==> config.mk <==
export PLATFORM = sky130hd
export DESIGN_NAME = pll_lock_supervisor
export DESIGN_NICKNAME = d
export VERILOG_FILES = /design/src/rtl/pll_sup_pkg.sv /design/src/rtl/pll_lock_sync.sv /design/src/rtl/pll_lock_supervisor.sv
export SDC_FILE = /design/constraint.sdc
export NUM_CORES = 1
export LEC_CHECK = 0
export BUFFER_PORTS_ARGS = -buffer_cell sky130_fd_sc_hd__buf_2
export CAP_MARGIN = 20
export CORE_ASPECT_RATIO = 1.25
export CORE_MARGIN = 1
export CORE_UTILIZATION = 61
export CTS_CLUSTER_DIAMETER = 120
export CTS_CLUSTER_SIZE = 12
export DETAILED_ROUTE_END_ITERATION = 6
export GPL_ROUTABILITY_DRIVEN = 0
export PLACE_DENSITY = 0.79
export SLEW_MARGIN = 10
export SYNTH_ARGS = -nofsm -noshare
export SYNTH_HDL_FRONTEND = slang
export SYNTH_SLANG_ARGS = --single-unit
==> constraint.sdc <==
create_clock -name referenceclk -period 3.6 [get_ports referenceclk]
set_input_delay 0.72 -clock referenceclk [delete_from_list [all_inputs] [get_ports referenceclk]]
set_output_delay 0.72 -clock referenceclk [all_outputs]
set_load 0.1 [all_outputs]
==> src/rtl/pll_sup_pkg.sv <==
// rtl/pll_sup_pkg.sv - shared state encoding and counter sizing for the PLL lock supervisor
package pll_sup_pkg;

    typedef enum logic [2:0] {
        ST_HOLD,
        ST_WAIT_LOCK,
        ST_STABLE,
        ST_RUN,
        ST_FAULT
    } pll_sup_state_e;

    // Bits needed for a counter that must be able to hold max_val itself.
    function automatic int cnt_w(input int unsigned max_val);
        return (max_val < 1) ? 1 : $clog2(max_val + 1);
    endfunction

endpackage

==> src/rtl/pll_lock_sync.sv <==
// rtl/pll_lock_sync.sv - two-flop synchronizer for an asynchronous PLL lock indication
module pll_lock_sync (
    input  logic clk,
    input  logic rst_n,
    input  logic d,
    output logic q
);

    logic meta;

    always_ff @(posedge clk or negedge rst_n) begin
        if (!rst_n) begin
            meta <= 1'b0;
            q    <= 1'b0;
        end else begin
            meta <= d;
            q    <= meta;
        end
    end

endmodule

==> src/rtl/pll_lock_supervisor.sv <==
// rtl/pll_lock_supervisor.sv - PLL reset sequencing, lock qualification, timeout retry and fault
module pll_lock_supervisor
    import pll_sup_pkg::*;
#(
    parameter int RESET_HOLD_CYCLES   = 16,
    parameter int LOCK_TIMEOUT_CYCLES = 16000,
    parameter int LOCK_STABLE_CYCLES  = 1024,
    parameter int MAX_RETRIES         = 3
) (
    input  logic                               referenceclk,
    input  logic                               reset,
    input  logic                               pll_lock,
    input  logic                               fault_clear,
    output logic                               pll_resetb,
    output logic                               sys_resetn,
    output logic                               locked,
    output logic                               fault,
    output logic [$clog2(MAX_RETRIES+1)-1:0]   retry_count
);

    localparam int HW = cnt_w(RESET_HOLD_CYCLES);
    localparam int TW = cnt_w(LOCK_TIMEOUT_CYCLES);
    localparam int SW = cnt_w(LOCK_STABLE_CYCLES);
    localparam int RW = $clog2(MAX_RETRIES + 1);

    localparam logic [HW-1:0] HOLD_LAST = HW'(RESET_HOLD_CYCLES - 1);
    localparam logic [TW-1:0] TMO_MAX   = TW'(LOCK_TIMEOUT_CYCLES);
    localparam logic [SW-1:0] STAB_LAST = SW'(LOCK_STABLE_CYCLES - 1);
    localparam logic [RW-1:0] RETRY_MAX = RW'(MAX_RETRIES);

    pll_sup_state_e  state, state_nxt;
    logic [HW-1:0]   hold_cnt, hold_nxt;
    logic [TW-1:0]   tmo_cnt, tmo_nxt, tmo_inc;
    logic [SW-1:0]   stab_cnt, stab_nxt;
    logic [RW-1:0]   retry_nxt;
    logic            lock_s;
    logic            timeout;

    pll_lock_sync u_lock_sync (
        .clk   (referenceclk),
        .rst_n (reset),
        .d     (pll_lock),
        .q     (lock_s)
    );

    always_comb begin
        state_nxt = state;
        hold_nxt  = hold_cnt;
        tmo_nxt   = tmo_cnt;
        stab_nxt  = stab_cnt;
        retry_nxt = retry_count;
        tmo_inc   = (tmo_cnt == TMO_MAX) ? tmo_cnt : tmo_cnt + 1'b1;
        timeout   = (tmo_inc == TMO_MAX);

        case (state)
            ST_HOLD: begin
                if (hold_cnt >= HOLD_LAST) begin
                    state_nxt = ST_WAIT_LOCK;
                    hold_nxt  = '0;
                    tmo_nxt   = '0;
                    stab_nxt  = '0;
                end else begin
                    hold_nxt = hold_cnt + 1'b1;
                end
            end
            ST_WAIT_LOCK, ST_STABLE: begin
                tmo_nxt = tmo_inc;
                // The timeout check comes first so a lock qualifying on the
                // deadline cycle still counts as a failed attempt.
                if (timeout) begin
                    retry_nxt = (retry_count == RETRY_MAX) ? retry_count : retry_count + 1'b1;
                    state_nxt = (retry_nxt == RETRY_MAX) ? ST_FAULT : ST_HOLD;
                    stab_nxt  = '0;
                end else if (state == ST_WAIT_LOCK) begin
                    if (lock_s) begin
                        state_nxt = ST_STABLE;
                        stab_nxt  = '0;
                    end
                end else if (!lock_s) begin
                    state_nxt = ST_WAIT_LOCK;
                    stab_nxt  = '0;
                end else if (stab_cnt >= STAB_LAST) begin
                    state_nxt = ST_RUN;
                end else begin
                    stab_nxt = stab_cnt + 1'b1;
                end
            end
            ST_RUN: begin
                if (!lock_s) begin
                    state_nxt = ST_HOLD;
                    retry_nxt = '0;
                end
            end
            ST_FAULT: begin
                if (fault_clear) begin
                    state_nxt = ST_HOLD;
                    retry_nxt = '0;
                end
            end
            default: state_nxt = ST_HOLD;
        endcase
    end

    // Outputs are decoded from the next state so they move on the same edge as the state.
    always_ff @(posedge referenceclk or negedge reset) begin
        if (!reset) begin
            state       <= ST_HOLD;
            hold_cnt    <= '0;
            tmo_cnt     <= '0;
            stab_cnt    <= '0;
            retry_count <= '0;
            pll_resetb  <= 1'b0;
            sys_resetn  <= 1'b0;
            locked      <= 1'b0;
            fault       <= 1'b0;
        end else begin
            state       <= state_nxt;
            hold_cnt    <= hold_nxt;
            tmo_cnt     <= tmo_nxt;
            stab_cnt    <= stab_nxt;
            retry_count <= retry_nxt;
            pll_resetb  <= (state_nxt == ST_WAIT_LOCK) || (state_nxt == ST_STABLE) ||
                           (state_nxt == ST_RUN);
            sys_resetn  <= (state_nxt == ST_RUN);
            locked      <= (state_nxt == ST_RUN);
            fault       <= (state_nxt == ST_FAULT);
        end
    end

endmodule

==> run_results.csv, run 1 <==
group,metric,value,unit
status,status,"finished, violations left",
status,failed_checks,"DRC",
grt,track_usage,24.2,%
synthesis,synth_compound_area_share,19.6,%
synthesis,synth_fa_ha_area_share,2.72,%
cts,insertion_delay,0.29,ns
power_and_ir_drop,leakage,1.07,nW
power_and_ir_drop,ir_drop,0.000438,V
placement,dpl_worst_slack,0.868,ns
synthesis,yosys_warnings,0,
critical_path,worstPathRequired,3.75,ns
synthesis,synth_area_leaders,"dfrtp_1, o21ai_0, nand2_1, nor2_1, nand4_1",
detailed_routing,viasPerCell,6.14,
synthesis,yosysMostFrequentCell,"dfrtp_1",
final_layout,final_cells,307,
sta,finalSetupViolations,0,
grt,antenna_found_initial,0,
final_layout,area_growth,7.78,%
synthesis,syn-instance-count,259,
min_path,min_to,"u_lock_sync.q",
critical_path,crit_type,"register to register",
placement,dpl.hpwl,2.99,mm
final_layout,drive_above_1_share,11.2,%
cts,cts.clk_slew.worst_paths,0.07,ns
synthesis,yosysSeqAreaShare,43.5,%
critical_path,rr_worst_depth,8,
synthesis,synth_top_area_share,43.5,%
floorplanning,fp.dieH,70.7,um
sta,maxSlewViolCount,0,
grt,grt_max_degree,41,
detailed_routing,drtPass1Iterations,6,
synthesis,yosys.area_share.simple,24.7,%
cts,cts_tree,"done",
sta,max-slew-margin-rel,42.2,%
final_layout,antenna_cells,0,
floorplanning,ioPinCount,10,
cts,root_buffer,"clkbuf_8",
synthesis,async_flop_share,100,%
synthesis,synth_edf_count,0,
sta,grt_setup_unrepaired,"false",
sta,min_period_over_period,76.5,%
power_and_ir_drop,power_per_cell_area,688,mW/mm^2
grt,grt-ovfl-total,0,
min_path,hold_path_class,"register to register",
sta,hold_ws,0.350,ns
detailed_routing,drt-total-wl,4.36,mm
cts,cts_resized,0,
final_layout,nets,276,
synthesis,synth_common_cells,"dfrtp_1, nand2_1, o21ai_0, nor2_1, inv_1",
critical_path,r2r-end,"stab_cnt[6]",
floorplanning,die_x,56.9,um
synthesis,synth_xor_xnor_area_share,1.52,%
synthesis,synth_cell_types,47,
detailed_routing,remaining_drc_errors,4,
synthesis,synth-seq-cells,40,
sta,final.setup_skew,0.00832,ns
grt,grt_pass1_vias,1733,
sta,hold_violations,0,
detailed_routing,vias,1884,
placement,placedCellCount,299,
cts,cts_buffer_depth,2,
critical_path,end_kind,"register",
cts,clock_sinks,40,
sta,fin_ws,0.845,ns
synthesis,synth.avg_cell_area,8.88,sq um
floorplanning,rows,24,
synthesis,synth_fp_nets,268,
detailed_routing,detail_route.wl_per_cell,14.2,um
detailed_routing,drt_iter0_markers,97,
floorplanning,start_util,64.9,%
synthesis,syn_area,0.00230,sq mm
placement,port_buffers,9,
grt,grt_pass1_wl,7.60,mm
critical_path,worstPathMaxFanout,18,
synthesis,synth_top_family_by_area,"simple AND/OR/NAND/NOR gates",
run,maxCapViolCount,0,
final_layout,fillCellCount,288,
min_path,min_delay_path_depth,0,
cts,cts_setup_buffers,0,
sta,period_needed,2.75,ns
critical_path,timing.rr.start,"tmo_cnt[0]",
placement,placed_cell_area,0.00235,sq mm
final_layout,fin_area,0.00248,sq mm
final_layout,regArea,0.00100,sq mm
cts,cts_buffers,5,
synthesis,synthFlopType,"dfrtp_1",
detailed_routing,detail-route-antenna-nets,0,
critical_path,crit_arrival,2.91,ns
critical_path,startpoint_type,"register",
sta,finalSetupTns,0,ns
synthesis,synthMuxAreaShare,2.72,%
critical_path,r2r_setup_slack,0.85,ns
sta,max_freq,0.363,GHz
cts,cts_hold_buf,0,
floorplanning,die_area,0.00402,sq mm
min_path,min_from,"u_lock_sync.meta",
cts,htree_levels,2,
synthesis,yosysTopAreaCell,"dfrtp_1",
sta,tightest_slew,0.867,ns
final_layout,multi_input_area,0.00118,sq mm
floorplanning,core,0.00354,sq mm
-- registers in the layout (all words and copies together), names as in the netlist --
signal and count:
hold_cnt 5, u_lock_sync.q 1, retry_count 2, fault 1, locked 1, state 3, stab_cnt 11, pll_resetb 1
tmo_cnt 14, u_lock_sync.meta 1
-- cell families (layout without fill, tap and decap cells) --
logic type / Yosys count / after routing
multiplexers: 6 / 6
adder cells (fa/ha/maj): 5 / 5
flip-flops: 40 / 40
buffers and inverters: 27 / 36
AO/OA/AOI/OAI: 68 / 68
AND/OR/NAND/NOR: 109 / 109
XOR/XNOR: 4 / 4
-- metrics by stage --
step	util, %	total power, W
finish	70.0	0.00171
global route	70.0	0.00184
CTS	70.0	0.00172
detailed placement	66.4	0.00132
global placement	66.4	0.00131
floorplan	-	0.00116
-- cell usage in the layout (no fill, tap or decap), types with 2 or more instances in the layout --
| cell | instances |
|---|---|
| buf_2 | 9 |
| o211ai_1 | 2 |
| a21oi_1 | 11 |
| a31oi_1 | 3 |
| o31ai_1 | 2 |
| mux2_2 | 2 |
| o221ai_1 | 6 |
| buf_4 | 2 |
| o21ai_1 | 4 |
| nor2b_1 | 6 |
| or3_1 | 3 |
| nand3_1 | 13 |
| clkbuf_8 | 7 |
| inv_1 | 17 |
| mux2i_1 | 4 |
| o2bb2ai_1 | 2 |
| nand2b_1 | 3 |
| dfrtp_1 | 40 |
| o21ai_0 | 27 |
| ha_1 | 5 |
| nor2_1 | 21 |
| and2_1 | 2 |
| nand2_1 | 29 |
| nand4_1 | 11 |
| xor2_1 | 3 |
| nor3_1 | 8 |
| and3_1 | 5 |
-- power by group --
part / switching (W) / leakage, nW / internal [W]
clock: 0.000149 / 0.0645 / 0.000244
combinational: 0.000471 / 0.463 / 0.000227
sequential: 0.0000915 / 0.537 / 0.000524
total: 0.000711 / 1.07 / 0.000995
-- area by class of cell --
class / instances / share of cell area (%)
flip-flops and latches: 40 / 40.4
clock buffers: 7 / 3.88
inverters: 17 / 2.57
well taps: 39 / 1.97
multi-input cells: 192 / 47.6
clock inverters: 1 / 1.21
repair buffers: 11 / 2.42
-- critical path, cell delays in order (launching register included) --
cell and delay, ns:
dfrtp_1 0.45, inv_1 0.10, ha_1 0.13, or4b_4 0.46, nor4_4 0.20, mux2i_1 0.13, or4_4 0.67, a21oi_4 0.31
o221ai_1 0.16
-- layer usage --
layer | vias to the layer above | wire [um] | track usage, %
li1 | 946 | - | -
met3 | 6 | 123 | 4.94
met4 | 0 | 68 | 11.1
met2 | 28 | 2300 | 40.7
met5 | - | 0 | 0
met1 | 904 | 1860 | 29.7
-- worst max-delay path by stage --
stage	from	end	slack, ns
after floorplan	tmo_cnt[0]	stab_cnt[9]	1.10
after global placement	tmo_cnt[0]	stab_cnt[4]	0.91
after detailed placement	tmo_cnt[0]	retry_count[0]	0.87
after CTS	tmo_cnt[0]	stab_cnt[6]	0.85
after global routing	tmo_cnt[0]	stab_cnt[6]	0.57
final	tmo_cnt[0]	stab_cnt[6]	0.85
Note: power is estimated with default switching activity, not from simulation.
==> inputs of run 2 (changes only) <==
Clock period 3.6 ns to 2.6 ns, I/O delays scaled along.
==> run 2 against run 1 <==
The flow still finishes with violations (DRC). Worst setup slack worse by 0.81 ns. Register-to-register slack worse by 0.81 ns. Total power rose by 50%. Sequential cell count is the same. Clock power is 40% higher. Global-route usage increased by 2.7 points. Maximum frequency increased by 7.6%. Combinational power grew 71%. Sequential share of layout area is 2.9 points lower. Final area rose by 7.9%. Critical path type unchanged. Highest routed layer unchanged.
==> run_results.csv, run 2 (synthesized netlist as in run 1, its figures left out) <==
group,metric,value,unit
status,status,"finished, violations left",
status,failed_checks,"DRC",
final_layout,nets,296,
final_layout,fillCellCount,273,
grt,grt-ovfl-total,0,
floorplanning,core,0.00354,sq mm
cts,clock_sinks,40,
run,maxCapViolCount,0,
power_and_ir_drop,comb_power_share,46.7,%
critical_path,worstPathRequired,2.84,ns
detailed_routing,drt_iter0_markers,117,
critical_path,end_kind,"register",
critical_path,crit_arrival,2.80,ns
final_layout,drive_above_1_share,20.5,%
final_layout,area_growth,16.3,%
cts,insertion_delay,0.30,ns
sta,grt_setup_unrepaired,"true",
cts,htree_levels,2,
placement,dpl.hpwl,3.32,mm
critical_path,startpoint_type,"register",
final_layout,regArea,0.00100,sq mm
critical_path,crit_type,"register to register",
sta,finalSetupViolations,0,
power_and_ir_drop,ir_drop,0.000680,V
sta,max-slew-margin-rel,41.5,%
cts,cts_hold_buf,0,
final_layout,largestRegisters,"tmo_cnt: 14 flops, stab_cnt: 11 flops, hold_cnt: 5 flops",
cts,cts_tree,"done",
final_layout,most-common-layout-cells,"dfrtp_1, nand2_1, o21ai_0, nor2_1, buf_4",
final_layout,fin_area,0.00268,sq mm
placement,port_buffers,9,
grt,antenna_found_initial,0,
detailed_routing,remaining_drc_errors,4,
sta,period_needed,2.56,ns
sta,min_period_over_period,98.5,%
placement,placedCellCount,316,
floorplanning,rows,24,
power_and_ir_drop,power_per_cell_area,954,mW/mm^2
detailed_routing,detail-route-antenna-nets,0,
sta,max_freq,0.391,GHz
final_layout,final_common_cell,"dfrtp_1",
cts,cts_buffers,5,
min_path,hold_path_class,"primary input to async pin",
grt,grt_pass1_vias,1908,
detailed_routing,viasPerCell,6.21,
critical_path,worstPathMaxFanout,6,
power_and_ir_drop,p_sw,0.00108,W
placement,placed_cell_area,0.00248,sq mm
cts,cts.clk_slew.worst_paths,0.08,ns
final_layout,regMostFlops,"tmo_cnt",
power_and_ir_drop,leakage,1.16,nW
power_and_ir_drop,netSwitchingFraction,42.4,%
floorplanning,fp.dieH,70.7,um
detailed_routing,drt-total-wl,4.98,mm
floorplanning,ioPinCount,10,
detailed_routing,detail_route.wl_per_cell,15.2,um
final_layout,final_cells,327,
sta,hold_violations,0,
grt,grt_max_degree,41,
sta,maxSlewViolCount,0,
power_and_ir_drop,clock_power_share,21.6,%
grt,track_usage,26.9,%
detailed_routing,vias,2032,
power_and_ir_drop,p_seq_share,31.8,%
floorplanning,start_util,64.9,%
detailed_routing,drtPass1Iterations,6,
floorplanning,die_x,56.9,um
final_layout,antenna_cells,0,
floorplanning,die_area,0.00402,sq mm
cts,cts_buffer_depth,2,
sta,tightest_slew,0.877,ns
sta,final.setup_skew,0.0121,ns
sta,finalSetupTns,0,ns
grt,grt_pass1_wl,8.32,mm
final_layout,largest_register_ffs,14,
power_and_ir_drop,p_int,0.00147,W
final_layout,multi_input_area,0.00124,sq mm
cts,root_buffer,"clkbuf_8",
==> run 2: worst paths after layout <==
kind,from,endpoint,slack (ns),depth (start not counted)
setup / recovery,tmo_cnt[1],stab_cnt[9],0.04,8
hold / removal,reset,hold_cnt[2],0.33,1
setup reg to reg,tmo_cnt[1],stab_cnt[9],0.04,8
hold reg to reg,u_lock_sync.meta,u_lock_sync.q,0.36,0
max in group asynchronous,reset,tmo_cnt[7],1.71,1
min in group referenceclk,pll_lock,u_lock_sync.meta,0.33,1
==> run 2: layer usage <==
layer	global-route usage, %	vias up	part of all wire (%)
li1	-	997	-
met4	13.6	0	2.4
met5	0	-	0
met2	46.5	33	52
met1	31.1	993	43
met3	5.85	9	3.1
==> run 2: cell type report <==
class / instances / share of cell area, %
Multi-Input combinational cell: 194 / 46.4
Timing Repair Buffer: 29 / 7.44
Tap cell: 39 / 1.82
Clock inverter: 2 / 1.45
Inverter: 17 / 2.39
Clock buffer: 6 / 3.09
Sequential cell: 40 / 37.4
==> run 2: per-stage QoR <==
step	power (W)	hold WS (ns)	setup WS, ns	utilization [%]
detailed placement	0.00194	0.345	-0.0222	70.0
floorplan	0.00160	0.224	0.103	-
global route	0.00273	0.314	-0.0693	75.5
CTS	0.00252	0.323	0.00876	73.8
finish	0.00255	0.331	0.0402	75.5
global placement	0.00193	0.332	0.0713	70.0
==> run 2: critical path, cell delays in order, from the launching register on <==
cell	delay, ns
dfrtp_1	0.43
inv_2	0.08
ha_1	0.13
or4b_4	0.46
nor4_4	0.22
mux2i_2	0.13
or4_4	0.59
a2111oi_4	0.32
o21ba_1	0.15
==> run 2: what timing repair did <==
item,4_1_cts,5_1_grt
gates resized for setup,2,10
pin swaps,0,1
cloned,1,1
setup endpoints to repair,7,16
buffers inserted,0,1
==> run 2: power by group through the flow <==
stage          combinational (W)  clock [W]  sequential, W
3_5_place_dp             0.00112          0       0.000819
2_1_floorplan           0.000696          0       0.000909
3_3_place_gp             0.00111          0       0.000814
4_1_cts                  0.00115   0.000561       0.000807
5_1_grt                  0.00132   0.000582       0.000823
6_report                 0.00119   0.000550       0.000810
==> inputs of run 3 (changes only) <==
Settings changed: ABC_AREA set to 1, ABC_CLOCK_PERIOD_IN_PS set to 2600, CORE_UTILIZATION 61 to 62, PLACE_DENSITY 0.79 to 0.8.
==> run 3 against run 2 <==
The run now ends clean. Routed wire length is 11% higher. Utilization down 6.5 points. Hold slack worse by 0.0026 ns. Critical path depth rose by 4. Cell count is 32% higher. Global-route usage is 0.86 points higher. Sequential share of layout area decreased by 2.0 points. Largest power group unchanged.
==> run_results.csv, run 3 <==
group,metric,value,unit
status,status,"complete, no violations",
critical_path,startpoint_type,"register",
floorplanning,fp.dieH,75.2,um
synthesis,syn-instance-count,365,
grt,grt_pass1_vias,2168,
run,maxCapViolCount,0,
synthesis,synth_edf_count,0,
critical_path,crit_top_cell,"nand2_1",
cts,cts_buffer_depth,2,
detailed_routing,drt_iter0_markers,237,
synthesis,yosysMostFrequentCell,"nand2_1",
floorplanning,core,0.00410,sq mm
detailed_routing,remaining_drc_errors,0,
final_layout,antenna_cells,0,
final_layout,most-common-layout-cells,"nand2_1, nor2_1, dfrtp_1, inv_1, nand3_1",
synthesis,synth_top_area_share,37.7,%
final_layout,fin_area,0.00283,sq mm
synthesis,yosysSeqAreaShare,37.7,%
grt,track_usage,27.8,%
final_layout,area_growth,6.41,%
critical_path,worstPathMaxFanout,16,
sta,finalSetupTns,0,ns
synthesis,synth_area_leaders,"dfrtp_1, nand2_1, nor2_1, inv_1, nand3_1",
power_and_ir_drop,ir_drop,0.000662,V
critical_path,cpPeakStageDelay,0.44,ns
placement,placedCellCount,424,
final_layout,largest_register_ffs,14,
synthesis,synth-seq-cells,40,
detailed_routing,drtPass1Iterations,4,
critical_path,cpLargestDelayFamily,"simple AND/OR/NAND/NOR gates",
synthesis,synthFlopType,"dfrtp_1",
sta,max-slew-margin-rel,40.7,%
cts,htree_levels,2,
synthesis,synth.avg_cell_area,7.28,sq um
placement,placed_cell_area,0.00272,sq mm
final_layout,nets,384,
final_layout,drive_above_1_share,13.8,%
sta,max_freq,0.436,GHz
synthesis,yosysTopAreaCell,"dfrtp_1",
sta,hold_ws,0.328,ns
critical_path,worstPathRequired,2.78,ns
cts,insertion_delay,0.29,ns
detailed_routing,vias,2318,
cts,root_buffer,"clkbuf_8",
critical_path,end_kind,"register",
detailed_routing,detail-route-antenna-nets,0,
power_and_ir_drop,power,0.00268,W
sta,min_period_over_period,88.3,%
floorplanning,die_area,0.00455,sq mm
final_layout,regMostFlops,"tmo_cnt",
final_layout,final_cells,432,
detailed_routing,detail_route.wl_per_cell,12.8,um
power_and_ir_drop,leakage,1.36,nW
cts,cts_resized,0,
critical_path,cp_slowest_cell,"dfrtp_1",
grt,grt_max_degree,41,
sta,final.setup_skew,0.00545,ns
synthesis,async_flop_share,100,%
detailed_routing,drt-total-wl,5.54,mm
critical_path,crit_type,"register to register",
final_layout,final_common_cell,"nand2_1",
critical_path,crit_buf_inv,0,
synthesis,yosys_warnings,0,
sta,finalSetupViolations,0,
synthesis,synth_common_cells,"nand2_1, nor2_1, dfrtp_1, inv_1, nand3_1",
cts,cts_tree,"done",
synthesis,synth_fp_nets,374,
min_path,hold_path_class,"primary input to register",
cts,cts_setup_buffers,0,
placement,port_buffers,9,
cts,cts_hold_buf,0,
synthesis,syn_area,0.00266,sq mm
sta,grt_setup_unrepaired,"false",
cts,cts.clk_slew.worst_paths,0.08,ns
floorplanning,rows,26,
synthesis,synth_cell_types,32,
cts,clock_sinks,40,
sta,hold_violations,0,
floorplanning,die_x,60.5,um
sta,period_needed,2.29,ns
critical_path,crit_arrival,2.48,ns
sta,maxSlewViolCount,0,
final_layout,largestRegisters,"tmo_cnt: 14 flops, stab_cnt: 11 flops, hold_cnt: 5 flops",
power_and_ir_drop,power_per_cell_area,949,mW/mm^2
detailed_routing,viasPerCell,5.37,
placement,dpl.hpwl,4.11,mm
grt,antenna_found_initial,0,
grt,grt_pass1_wl,9.42,mm
grt,grt-ovfl-total,0,
floorplanning,ioPinCount,10,
floorplanning,start_util,64.8,%
cts,cts_buffers,5,
critical_path,path_cells,"ha_1 -> nand3_2 -> nor2_4 -> nand3_1 -> xor2_1 -> nand2_1 -> nor2_2 -> nand2_4 -> nand3_4 -> nand2_4 -> nand2_1 -> nand2_1",
sta,tightest_slew,0.890,ns
## run 3: changes by cell type after synthesis, moves of 13 or more
| cell | delta |
|---|---|
| nand2_1 | +82 |
| nor2_1 | +23 |
| inv_1 | +20 |
| o21ai_0 | -14 |
| nand3_1 | +13 |
## run 3: path summary, 6_finish.rpt
| kind | startpoint | endpoint | slack (ns) | cells past startpoint |
|---|---|---|---|---|
| max | tmo_cnt[0] | stab_cnt[1] | 0.31 | 12 |
| min | pll_lock | u_lock_sync.meta | 0.33 | 1 |
| max reg2reg | tmo_cnt[0] | stab_cnt[1] | 0.31 | 12 |
| min reg2reg | u_lock_sync.meta | u_lock_sync.q | 0.36 | 0 |
| max in group asynchronous | reset | stab_cnt[9] | 1.69 | 1 |
| min in group asynchronous | reset | tmo_cnt[2] | 0.34 | 1 |
## run 3: layer usage
metal | routed length, um | GRT usage, % | vias up
met4 | 99 | 10.4 | 0
met1 | 2300 | 32.5 | 1063
met5 | 0 | 0 | -
li1 | - | - | 1180
met3 | 203 | 4.64 | 11
met2 | 2930 | 50.2 | 64
## run 3: area by class of cell
cell class	count	area, sq um
fill	342	1270
inverter	43	161
clock buffer	6	72.6
clock inverter	2	35.0
multi-input combinational	273	1420
tap	56	70.1
timing repair buffer	12	67.6
sequential	40	1000
## run 3: cells by family after synthesis
family | count (synthesis) | share of synthesized area, %
flops | 40 | 37.7
simple gates | 222 | 39.1
buf+inv | 52 | 8.90
xor+xnor | 15 | 4.95
fa+ha+maj | 5 | 2.36
compound gates | 31 | 6.97
## run 3: per-stage QoR
step | utilization [%] | worst slack (ns)
floorplan | - | 0.693
global placement | 66.3 | 0.340
detailed placement | 66.3 | 0.297
CTS | 69.0 | 0.267
global route | 69.0 | 0.0387
finish | 69.0 | 0.305
## run 3: where the power goes
part           internal [W]  switching (W)
clock network      0.000285       0.000213
logic              0.000334       0.000993
registers          0.000742       0.000116
total               0.00136        0.00132
